### src/rtl/cordic_vec_controller_if.sv
// Request/status and datapath-control bundle between the CORDIC vectoring sequencer,
// its requester and the x/y/z datapath.
interface cordic_vec_controller_if #(
  parameter int CNT_WIDTH = 4
);
  logic                 start;
  logic                 x_sign;
  logic                 y_sign;
  logic                 busy;
  logic                 ld_init;
  logic                 prerot_en;
  logic                 prerot_dir;
  logic                 iter_en;
  logic                 dir;
  logic [CNT_WIDTH-1:0] shift_amt;
  logic [CNT_WIDTH-1:0] lut_addr;
  logic                 done;

  // Requester/datapath side: issues start, reports the datapath signs.
  modport master (
    output start, x_sign, y_sign,
    input  busy, ld_init, prerot_en, prerot_dir, iter_en, dir, shift_amt, lut_addr, done
  );

  // Sequencer side.
  modport slave (
    input  start, x_sign, y_sign,
    output busy, ld_init, prerot_en, prerot_dir, iter_en, dir, shift_amt, lut_addr, done
  );
endinterface

### src/rtl/cordic_vec_controller.sv
// Sequencer for the iterative CORDIC vectoring datapath: load, quadrant pre-rotation,
// ITERATIONS sign(y)-steered micro-rotations, then a one-cycle done pulse.
module cordic_vec_controller #(
  parameter int WORD_WIDTH = 16,
  parameter int ITERATIONS = 16,
  parameter int CNT_WIDTH  = 4
) (
  input logic                     clk,
  input logic                     rst,
  cordic_vec_controller_if.slave  bus
);

  typedef enum logic [2:0] {
    S_IDLE   = 3'd0,
    S_LOAD   = 3'd1,
    S_PREROT = 3'd2,
    S_ITER   = 3'd3,
    S_DONE   = 3'd4
  } state_t;

  // An out-of-range configuration never accepts a request rather than running a bogus count.
  localparam logic PARAMS_OK = (ITERATIONS >= 1) && (ITERATIONS <= (1 << CNT_WIDTH)) &&
                               (WORD_WIDTH >= 1);
  localparam logic [CNT_WIDTH-1:0] LAST_ITER = CNT_WIDTH'(ITERATIONS - 1);

  state_t               r_state;
  state_t               w_state_next;
  logic [CNT_WIDTH-1:0] r_iter_cnt;
  logic [CNT_WIDTH-1:0] w_iter_cnt_next;

  logic                 w_busy;
  logic                 w_ld_init;
  logic                 w_prerot_en;
  logic                 w_prerot_dir;
  logic                 w_iter_en;
  logic                 w_dir;
  logic [CNT_WIDTH-1:0] w_shift_amt;
  logic                 w_done;

  always_ff @(posedge clk) begin
    if (rst) begin
      r_state    <= S_IDLE;
      r_iter_cnt <= '0;
    end else begin
      r_state    <= w_state_next;
      r_iter_cnt <= w_iter_cnt_next;
    end
  end

  always_comb begin
    w_state_next    = r_state;
    w_iter_cnt_next = r_iter_cnt;
    w_busy          = 1'b1;
    w_ld_init       = 1'b0;
    w_prerot_en     = 1'b0;
    w_prerot_dir    = 1'b0;
    w_iter_en       = 1'b0;
    w_dir           = 1'b0;
    w_shift_amt     = '0;
    w_done          = 1'b0;

    case (r_state)
      S_IDLE: begin
        w_busy          = 1'b0;
        w_iter_cnt_next = '0;
        if (bus.start && PARAMS_OK) begin
          w_state_next = S_LOAD;
        end
      end
      S_LOAD: begin
        w_ld_init    = 1'b1;
        w_state_next = S_PREROT;
      end
      S_PREROT: begin
        // Negative x sits in the left half-plane; rotate it by +/-90 deg first.
        w_prerot_en     = bus.x_sign;
        w_prerot_dir    = bus.y_sign;
        w_iter_cnt_next = '0;
        w_state_next    = S_ITER;
      end
      S_ITER: begin
        w_iter_en   = 1'b1;
        w_dir       = bus.y_sign;
        w_shift_amt = r_iter_cnt;
        if (r_iter_cnt == LAST_ITER) begin
          w_iter_cnt_next = '0;
          w_state_next    = S_DONE;
        end else begin
          w_iter_cnt_next = r_iter_cnt + 1'b1;
        end
      end
      S_DONE: begin
        w_done       = 1'b1;
        w_state_next = S_IDLE;
      end
      default: begin
        w_busy          = 1'b0;
        w_iter_cnt_next = '0;
        w_state_next    = S_IDLE;
      end
    endcase
  end

  assign bus.busy       = w_busy;
  assign bus.ld_init    = w_ld_init;
  assign bus.prerot_en  = w_prerot_en;
  assign bus.prerot_dir = w_prerot_dir;
  assign bus.iter_en    = w_iter_en;
  assign bus.dir        = w_dir;
  assign bus.shift_amt  = w_shift_amt;
  assign bus.lut_addr   = w_shift_amt;
  assign bus.done       = w_done;

endmodule

### src/flat_wrapper.sv
// flat-port wrapper written by rule: the top's interface ports become plain ports
module cordic_vec_controller_flat 
#(
  parameter int WORD_WIDTH = 16,
  parameter int ITERATIONS = 16,
  parameter int CNT_WIDTH  = 4
)
  (clk, rst, bus_start, bus_x_sign, bus_y_sign, bus_busy, bus_ld_init, bus_prerot_en, bus_prerot_dir, bus_iter_en, bus_dir, bus_shift_amt, bus_lut_addr, bus_done);
  cordic_vec_controller_if #(.CNT_WIDTH(CNT_WIDTH)) bus_i ();
  input logic clk;
  input logic rst;
  input wire logic [$bits(bus_i.start)-1:0] bus_start;
  input wire logic [$bits(bus_i.x_sign)-1:0] bus_x_sign;
  input wire logic [$bits(bus_i.y_sign)-1:0] bus_y_sign;
  output wire logic [$bits(bus_i.busy)-1:0] bus_busy;
  output wire logic [$bits(bus_i.ld_init)-1:0] bus_ld_init;
  output wire logic [$bits(bus_i.prerot_en)-1:0] bus_prerot_en;
  output wire logic [$bits(bus_i.prerot_dir)-1:0] bus_prerot_dir;
  output wire logic [$bits(bus_i.iter_en)-1:0] bus_iter_en;
  output wire logic [$bits(bus_i.dir)-1:0] bus_dir;
  output wire logic [$bits(bus_i.shift_amt)-1:0] bus_shift_amt;
  output wire logic [$bits(bus_i.lut_addr)-1:0] bus_lut_addr;
  output wire logic [$bits(bus_i.done)-1:0] bus_done;
  assign bus_i.start = bus_start;
  assign bus_i.x_sign = bus_x_sign;
  assign bus_i.y_sign = bus_y_sign;
  assign bus_busy = bus_i.busy;
  assign bus_ld_init = bus_i.ld_init;
  assign bus_prerot_en = bus_i.prerot_en;
  assign bus_prerot_dir = bus_i.prerot_dir;
  assign bus_iter_en = bus_i.iter_en;
  assign bus_dir = bus_i.dir;
  assign bus_shift_amt = bus_i.shift_amt;
  assign bus_lut_addr = bus_i.lut_addr;
  assign bus_done = bus_i.done;
  cordic_vec_controller #(.WORD_WIDTH(WORD_WIDTH), .ITERATIONS(ITERATIONS), .CNT_WIDTH(CNT_WIDTH)) u_core (.clk(clk), .rst(rst), .bus(bus_i));
endmodule
### config.mk
export PLATFORM = sky130hd
export DESIGN_NAME = cordic_vec_controller_flat
export DESIGN_NICKNAME = d
export VERILOG_FILES = /design/src/rtl/cordic_vec_controller_if.sv /design/src/rtl/cordic_vec_controller.sv /design/src/flat_wrapper.sv
export SDC_FILE = /design/constraint.sdc
export NUM_CORES = 1
export LEC_CHECK = 0
export BUFFER_PORTS_ARGS = -buffer_cell sky130_fd_sc_hd__buf_2
export CAP_MARGIN = 15
export CORE_AREA = 2 2 39 41
export DETAILED_ROUTE_END_ITERATION = 12
export DIE_AREA = 0 0 41 43
export HOLD_SLACK_MARGIN = 0.03
export SYNTH_ARGS = -nofsm -noshare
export SYNTH_HDL_FRONTEND = slang
export SYNTH_SLANG_ARGS = --single-unit
### constraint.sdc
create_clock -name clk -period 3.6 [get_ports clk]
set_input_delay 0 -clock clk [delete_from_list [all_inputs] [get_ports clk]]
set_output_delay 0 -clock clk [all_outputs]
set_load 0.05 [all_outputs]
==> flow_summary.toml, run 1 <==
[logic_synthesis]
ys_async_sr_fraction = 0
synth_area_leaders = "dfxtp_1 32%, and2_1 8.7%, buf_4 7.0%"
ys_seq_elements = 7
postSynthAreaPerCell_um2 = 8.30
synth_area_leader_cell = "dfxtp_1"
syn_nets = 58
yosysSeqAreaShare = 0.325
synth_top_flop_cell = "dfxtp_1"
synth_edf_count = 0
yosys_warnings = 0
synth.top_cell.area_share = 0.325
netlist_instances = 52
synth.distinct_cells = 25
netlist_area_um2 = 432

[critical_path]
crit_path_max_fanout = 14
endpoint_kind = "primary output"
reg2reg_depth = 3
worstSetupStartpointType = "flip-flop"
crit_type = "flip-flop to primary output"
crit_arrival_ps = 1450
r2r_setup_slack_ps = 2270
r2r-start = "u_core.r_state[1]"
timing.rr.end = "u_core.r_iter_cnt[3]"
required_ps = 3600

[timing]
final-max-slew-violation-count = 0
rsz0062_at_grt = "no"
fin_setup_tns_ps = 0
finalCritPeriodShare = 0.402
fmax_mhz = 691
worst_slew_pin_slew_ps = 315
setup_viol_count_final = 0
finalCriticalPeriod_ps = 1450
relSlewSlack = 0.790
fin_worst_skew_ps = 9.37
hold_viol = 0

[placement]
routabilityCongestion = 0.688
post-dp-hpwl_um = 629
dp_cells = 80
portBuffers = 19

[clock_tree]
clk_pin_slew_worst_paths_ps = 50
clk_path_buf_depth = 2
cts_resized = 0
ctsHoldBuffers = 1
clock-sinks = 7
postCtsSetupRepairBufs = 0
root_buffer = "clkbuf_4"
cts-htree-levels = 1
cts_buffers = 3
tritoncts = "built"
insertion_delay_ps = 250

[floorplan]
ioPinCount = 20
fp.dieW_um = 41
rows = 14
fp.dieArea_um2 = 1760
die_h_um = 43
start_util = 0.312
core_um2 = 1380

[finish]
layout_commonest_cell = "buf_2"
stdcell_count = 85
fillers = 147
layout.nets = 76
insertedDiodeCount = 0
syn_to_final_growth_pct = 23.2
layout_common_cells = "19 x buf_2, 7 x dfxtp_1, 6 x and2_1"
drive_gt1_frac = 0.333

[hold_path]
hold_depth = 3
hold_path.class = "input pin to flip-flop"
worstHoldStart = "bus_start"
worst_hold_path.endpoint = "u_core.r_state[0]"

[route]
wl_per_cell_um = 9.71
vias = 416
drtAntennaViolNets = 0
viasPerCell = 4.89
firstDrtPassIters = 5
drc = 0
drtIter0Drc = 7
drt_wl_total_um = 825

[power_and_ir_drop]
cellPowerDensity_nw_per_um2 = 429
leakagePower_nw = 0.262
max-vdd-ir-drop_mv = 0.135

[global_routing]
grt_pass1_wl_um = 1190
antenna_found_initial = 0
grt_usage = 0.107
grt_max_degree = 15
grt_pass1_vias = 293
grt-ovfl-total = 0

[run]
cap_violations = 0

[outcome]
status = "completed"
==> how the worst max path moves through the flow <==
stage | from | endpoint | slack, ps | cells after the start
finish | u_core.r_state[1] | bus_lut_addr[1] | 2150 | 3
global route | u_core.r_state[1] | bus_lut_addr[1] | 2030 | 3
global placement | u_core.r_state[1] | u_core.r_iter_cnt[3] | 2290 | 3
detailed placement | u_core.r_state[1] | u_core.r_iter_cnt[3] | 2260 | 3
CTS | u_core.r_state[1] | bus_lut_addr[1] | 2130 | 3
floorplan | u_core.r_state[2] | bus_shift_amt[2] | 1830 | 5
==> cells in the mapped netlist, types with 2 or more instances <==
| master | n |
|---|---|
| inv_1 | 2 |
| nand3_1 | 4 |
| xor2_1 | 2 |
| buf_2 | 2 |
| dfxtp_1 | 7 |
| nor3b_1 | 2 |
| and2_1 | 6 |
| nor2_1 | 3 |
| buf_4 | 4 |
| and3_1 | 2 |
| a21oi_1 | 4 |
==> final cells by class <==
class	instances	area (um2)	area share
multi-input cells	36	233	0.438
flip-flops and latches	7	140	0.264
clock buffers	4	26.3	0.0494
inverters	2	7.51	0.0141
well taps	16	20.0	0.0376
repair buffers	20	105	0.198
==> stage by stage <==
step	power (mW)	hold slack [ps]	setup WS [ps]	util	area, um2
detailed placement	0.158	272	2260	0.358	495
global placement	0.158	266	2290	0.358	495
finish	0.228	76.6	2150	0.384	532
CTS	0.231	87.1	2130	0.384	532
global route	0.243	96.1	2030	0.384	532
floorplan	0.144	69.1	1830	-	432
==> kinds of logic after synthesis <==
group / count (synthesis) / synth area share
flip-flops: 7 / 0.325
buffers and inverters: 9 / 0.136
AO/OA/AOI/OAI: 9 / 0.128
adder cells (fa/ha/maj): 1 / 0.0290
XOR/XNOR: 3 / 0.0609
AND/OR/NAND/NOR: 23 / 0.322
==> per-layer routing <==
layer	global-route usage	routed length, um
met3	0.0471	55
met2	0.150	403
met4	0.100	23
met5	0	0
met1	0.110	342
==> sequential cells by signal, summed over array words and instances (netlist names) <==
signal	cells
u_core.r_iter_cnt	4
u_core.r_state	3
==> critical path: stages (launching register included) <==
cell     delay, ps
dfxtp_1        430
and3b_2        340
and2_1         170
buf_2          260
==> report_power, final <==
part | leakage, nW | internal [mW] | switching (mW) | total (mW)
registers | 0.0569 | 0.0820 | 0.00678 | 0.0887
clock network | 0.0150 | 0.0423 | 0.0293 | 0.0717
logic | 0.190 | 0.0197 | 0.0483 | 0.0679
Power figures use the tool's default switching activity.
==> run 2, diff against run 1 <==
clock period = 1.3 ns   (was 3.6 ns; I/O delays follow)
==> flow_summary.toml, run 2 (synthesis gave the netlist of run 1 again) <==
[finish]
largest_reg_flops = 4
insertedDiodeCount = 0
layout.nets = 84
syn_to_final_growth_pct = 57.7
layout_common_cells = "13 x buf_4, 6 x clkbuf_4, 6 x dfxtp_1"
top_register = "u_core.r_iter_cnt"
top_regs = "u_core.r_iter_cnt (4), u_core.r_state (3)"
layout_commonest_cell = "buf_4"
drive_gt1_frac = 0.481

[placement]
dp_slack_ps = 103
post-dp-hpwl_um = 725
routabilityCongestion = 0.681
portBuffers = 19

[timing]
fin_setup_tns_ps = -44.2
rsz0062_at_grt = "yes"
finalCritPeriodShare = 1.01
fin_ws_ps = -13.6
worst_slew_pin_slew_ps = 289
hold_viol = 0
final-max-slew-violation-count = 0
relSlewSlack = 0.807
finalCriticalPeriod_ps = 1310
fin_worst_skew_ps = 13.5
setup_viol_count_final = 5
fmax_mhz = 761

[critical_path]
reg2reg_depth = 4
required_ps = 1300
timing.rr.end = "u_core.r_iter_cnt[3]"
crit_arrival_ps = 1310
r2r-start = "u_core.r_state[2]"
r2r_setup_slack_ps = 10
critical_path.startpoint = "u_core.r_state[2]"
endpoint_kind = "primary output"
crit_path_max_fanout = 6
worstSetupStartpointType = "flip-flop"
crit_type = "flip-flop to primary output"

[clock_tree]
cts-htree-levels = 1
clk_pin_slew_worst_paths_ps = 50
cts_buffers = 3
clock-sinks = 7
insertion_delay_ps = 260
tritoncts = "built"
root_buffer = "clkbuf_4"
clk_path_buf_depth = 2

[hold_path]
hold_path.class = "input pin to flip-flop"
worst_hold_path.endpoint = "u_core.r_state[0]"
worstHoldStart = "bus_start"
hold_depth = 3

[run]
cap_violations = 0

[route]
highest_layer = "met4"
route.met3.wl_um = 45
vias = 447
wl_met2_um = 507
drtAntennaViolNets = 0
drtIter0Drc = 6
drc = 0
firstDrtPassIters = 4
viasPerCell = 4.81
m1WireLength_um = 411
drt_wl_total_um = 977
wl_per_cell_um = 10.5

[outcome]
status = "finished with violations"
violations = "setup timing"

[floorplan]
fp.dieArea_um2 = 1760
start_util = 0.312
fp.dieW_um = 41
rows = 14
core_um2 = 1380
ioPinCount = 20
die_h_um = 43

[global_routing]
antenna_found_initial = 0
grt_pass1_vias = 392
grt_usage = 0.132
grt-ovfl-total = 0
grt_max_degree = 8
grt_pass1_wl_um = 1520

[power_and_ir_drop]
max-vdd-ir-drop_mv = 0.428
cellPowerDensity_nw_per_um2 = 1010
leakagePower_nw = 0.320
run 2: changes by cell type in the layout (fill, tap and decap cells not counted), sizes merged:
cell and delta:
buf +5, clkbuf +3
run 2: repair_timing:
action,CTS,global route
hold endpoints to repair,7,0
hold buffers,1,0
buffers inserted,3,0
setup endpoints to repair,12,15
gates resized for setup,14,17
run 2: worst max path at each step:
stage                                       to  slack [ps]  cells past startpoint
after global routing                   bus_dir         -70                      4
after detailed placement  u_core.r_iter_cnt[3]         100                      3
final                         bus_shift_amt[1]         -10                      4
after CTS                     bus_shift_amt[1]         -10                      4
after floorplan               bus_shift_amt[2]         -30                      5
after global placement    u_core.r_iter_cnt[3]         140                      3
run 2: worst max-delay path: stages (launching register included):
cell and delay, ps:
dfxtp_2 320, and3b_2 310, buf_6 130, and2_4 160
buf_8 140
run 2: metrics by stage:
step                      cells  utilization  hold slack (ps)  area, um2  total power, mW
after global placement       85        0.396              266        548            0.460
after CTS                    93        0.470             81.3        651            0.683
after floorplan              52            -             69.1        468            0.409
after detailed placement     85        0.396              274        548            0.466
after global routing         93        0.492              134        681            0.727
final                        93        0.492             87.7        681            0.688
run 2: routing by layer:
layer / global-route usage / up-vias
met5: 0 / -
met4: 0.100 / 0
met3: 0.0471 / 2
met2: 0.188 / 12
met1: 0.152 / 206
li1: - / 227
run 2: cell type report:
type / instances / area [um2]
fill: 135 / 703
multi-input combinational: 36 / 248
timing repair buffer: 28 / 238
sequential: 7 / 141
clock buffer: 4 / 26.3
tap: 16 / 20.0
inverter: 2 / 7.51
run 2: power breakdown:
group	leakage [nW]	switching (mW)	internal, mW	total [mW]
registers	0.0574	0.00621	0.227	0.233
logic	0.248	0.158	0.0914	0.249
clock network	0.0150	0.0875	0.118	0.205
==> run 3, diff against run 2 <==
ABC_AREA = 1   (was unset)
CAP_MARGIN = unset   (was 15)
==> flow_summary.toml, run 3 <==
[critical_path]
crit_type = "flip-flop to primary output"
required_ps = 1300
worstSetupStartpointType = "flip-flop"
crit_path_max_fanout = 3
endpoint_kind = "primary output"
crit_arrival_ps = 1210

[logic_synthesis]
synth_area_leader_cell = "dfxtp_1"
synth.distinct_cells = 15
yosys_warnings = 0
postSynthAreaPerCell_um2 = 6.54
syn_nets = 73
synth_area_leaders = "dfxtp_1 32%, nor2_1 13%, inv_1 12%"
synth.top_cell.area_share = 0.320
synth_edf_count = 0
ys_async_sr_fraction = 0
netlist_area_um2 = 438
ys_seq_elements = 7
synth.most_common_cell = "nor2_1"
synthTopCellsByCount = "15 x nor2_1, 14 x inv_1, 10 x nand2_1, 7 x dfxtp_1, 5 x nand3_1"
yosysSeqAreaShare = 0.320
synth_top_flop_cell = "dfxtp_1"
netlist_instances = 67

[timing]
setup_viol_count_final = 0
fin_worst_skew_ps = 1.39
final-max-slew-violation-count = 0
rsz0062_at_grt = "no"
finalCritPeriodShare = 0.928
fin_setup_tns_ps = 0
whs_ps = 57.7
worst_slew_pin_slew_ps = 253
hold_viol = 0
finalCriticalPeriod_ps = 1210
fmax_mhz = 829
relSlewSlack = 0.833

[global_routing]
antenna_found_initial = 0
grt-ovfl-total = 0
grt_max_degree = 10
grt_pass1_wl_um = 1520
grt_pass1_vias = 398
grt_usage = 0.131

[hold_path]
hold_path.class = "input pin to flip-flop"

[outcome]
status = "completed"

[clock_tree]
clock-sinks = 7
tritoncts = "built"
cts-htree-levels = 1
insertion_delay_ps = 250
root_buffer = "clkbuf_4"
clk_pin_slew_worst_paths_ps = 50
clk_path_buf_depth = 2
cts_buffers = 3

[placement]
routabilityCongestion = 0.682
post-dp-hpwl_um = 757
dp_cells = 98
portBuffers = 19

[floorplan]
fp.dieW_um = 41
ioPinCount = 20
fp.dieArea_um2 = 1760
rows = 14
die_h_um = 43
core_um2 = 1380
start_util = 0.316

[finish]
stdcell_count = 103
top_regs = "u_core.r_iter_cnt (4), u_core.r_state (3)"
insertedDiodeCount = 0
largest_reg_flops = 4
fillers = 154
drive_gt1_frac = 0.379
layout.nets = 94
top_register = "u_core.r_iter_cnt"
syn_to_final_growth_pct = 37.7
layout_commonest_cell = "inv_1"
layout_common_cells = "13 x inv_1, 11 x nor2_1, 10 x nand2_1, 10 x clkbuf_4, 8 x buf_2"

[route]
vias = 473
firstDrtPassIters = 4
drt_wl_total_um = 959
drtIter0Drc = 6
viasPerCell = 4.59
wl_per_cell_um = 9.31
drc = 0
drtAntennaViolNets = 0

[power_and_ir_drop]
max-vdd-ir-drop_mv = 0.383
leakagePower_nw = 0.300
cellPowerDensity_nw_per_um2 = 1110

[run]
cap_violations = 0
==> run 3: cell types whose count changed after synthesis, moves of 2 or more <==
cell and delta:
xor2_1 -2, and2_1 -6, buf_2 -2, and3_1 -2, nor2_1 +12, a21oi_1 -2
nor3b_1 -2, o21ai_0 +2, nand2_1 +9, inv_1 +12
==> run 3: where the power goes <==
| part | internal [mW] | switching [mW] | leakage, nW |
|---|---|---|---|
| sequential | 0.231 | 0.0165 | 0.0575 |
| combinational | 0.0673 | 0.162 | 0.227 |
| clock | 0.117 | 0.0756 | 0.0150 |
| total | 0.415 | 0.254 | 0.300 |
==> run 3: kinds of logic (layout without fill, tap and decap cells) <==
kind of cell,count (synthesis),count (layout),synth area share
AND/OR/NAND/NOR,35,35,0.386
buffers and inverters,18,38,0.189
flip-flops,7,7,0.320
AO/OA/AOI/OAI,6,6,0.0771
adder cells (fa/ha/maj),1,1,0.0286
==> run 3: stage by stage <==
stage | utilization | cell area [um2] | power, mW | worst slack (ps)
floorplan | - | 448 | 0.414 | -19.4
global placement | 0.385 | 533 | 0.460 | 166
detailed placement | 0.385 | 533 | 0.461 | 152
CTS | 0.413 | 572 | 0.670 | 25.7
global route | 0.436 | 603 | 0.719 | 0.389
finish | 0.436 | 603 | 0.669 | 93.9
==> run 3: worst paths after layout <==
kind | endpoint | slack, ps | cells after the start | startpoint
hold / removal | u_core.r_state[0] | 60 | 3 | bus_start
hold reg to reg | u_core.r_iter_cnt[3] | 490 | 2 | u_core.r_iter_cnt[3]
setup reg to reg | u_core.r_iter_cnt[0] | 140 | 6 | u_core.r_iter_cnt[1]
setup / recovery | bus_busy | 90 | 6 | u_core.r_state[2]
==> run 3: metal layers <==
metal  share of wire  track usage  vias up
met5               0            0        -
met4           0.035        0.120        0
met3           0.071       0.0157        4
met2            0.50        0.209       22
met1            0.39        0.136      205
li1                -            -      242
==> run 3: cell type report <==
type                       instances  area, um2  area share
clock buffer                       4       26.3      0.0436
inverter                          14       52.6      0.0871
multi-input combinational         42        225       0.373
sequential                         7        143       0.237
tap                               16       20.0      0.0332
timing repair buffer              20        136       0.226
==> run 3: critical path: stages (launching register included) <==
cell and delay, ps:
dfxtp_1 320, nor2_1 140, nand2_1 110, nand2_1 100, inv_1 40, nand3_1 80
buf_6 170
==> run 3: repair_timing <==
item	4_1_cts	5_1_grt
buffers inserted	0	0
gates resized for setup	1	17
endpoints found under the setup margin	1	12
hold endpoints to repair	3	0
hold buffers	1	0
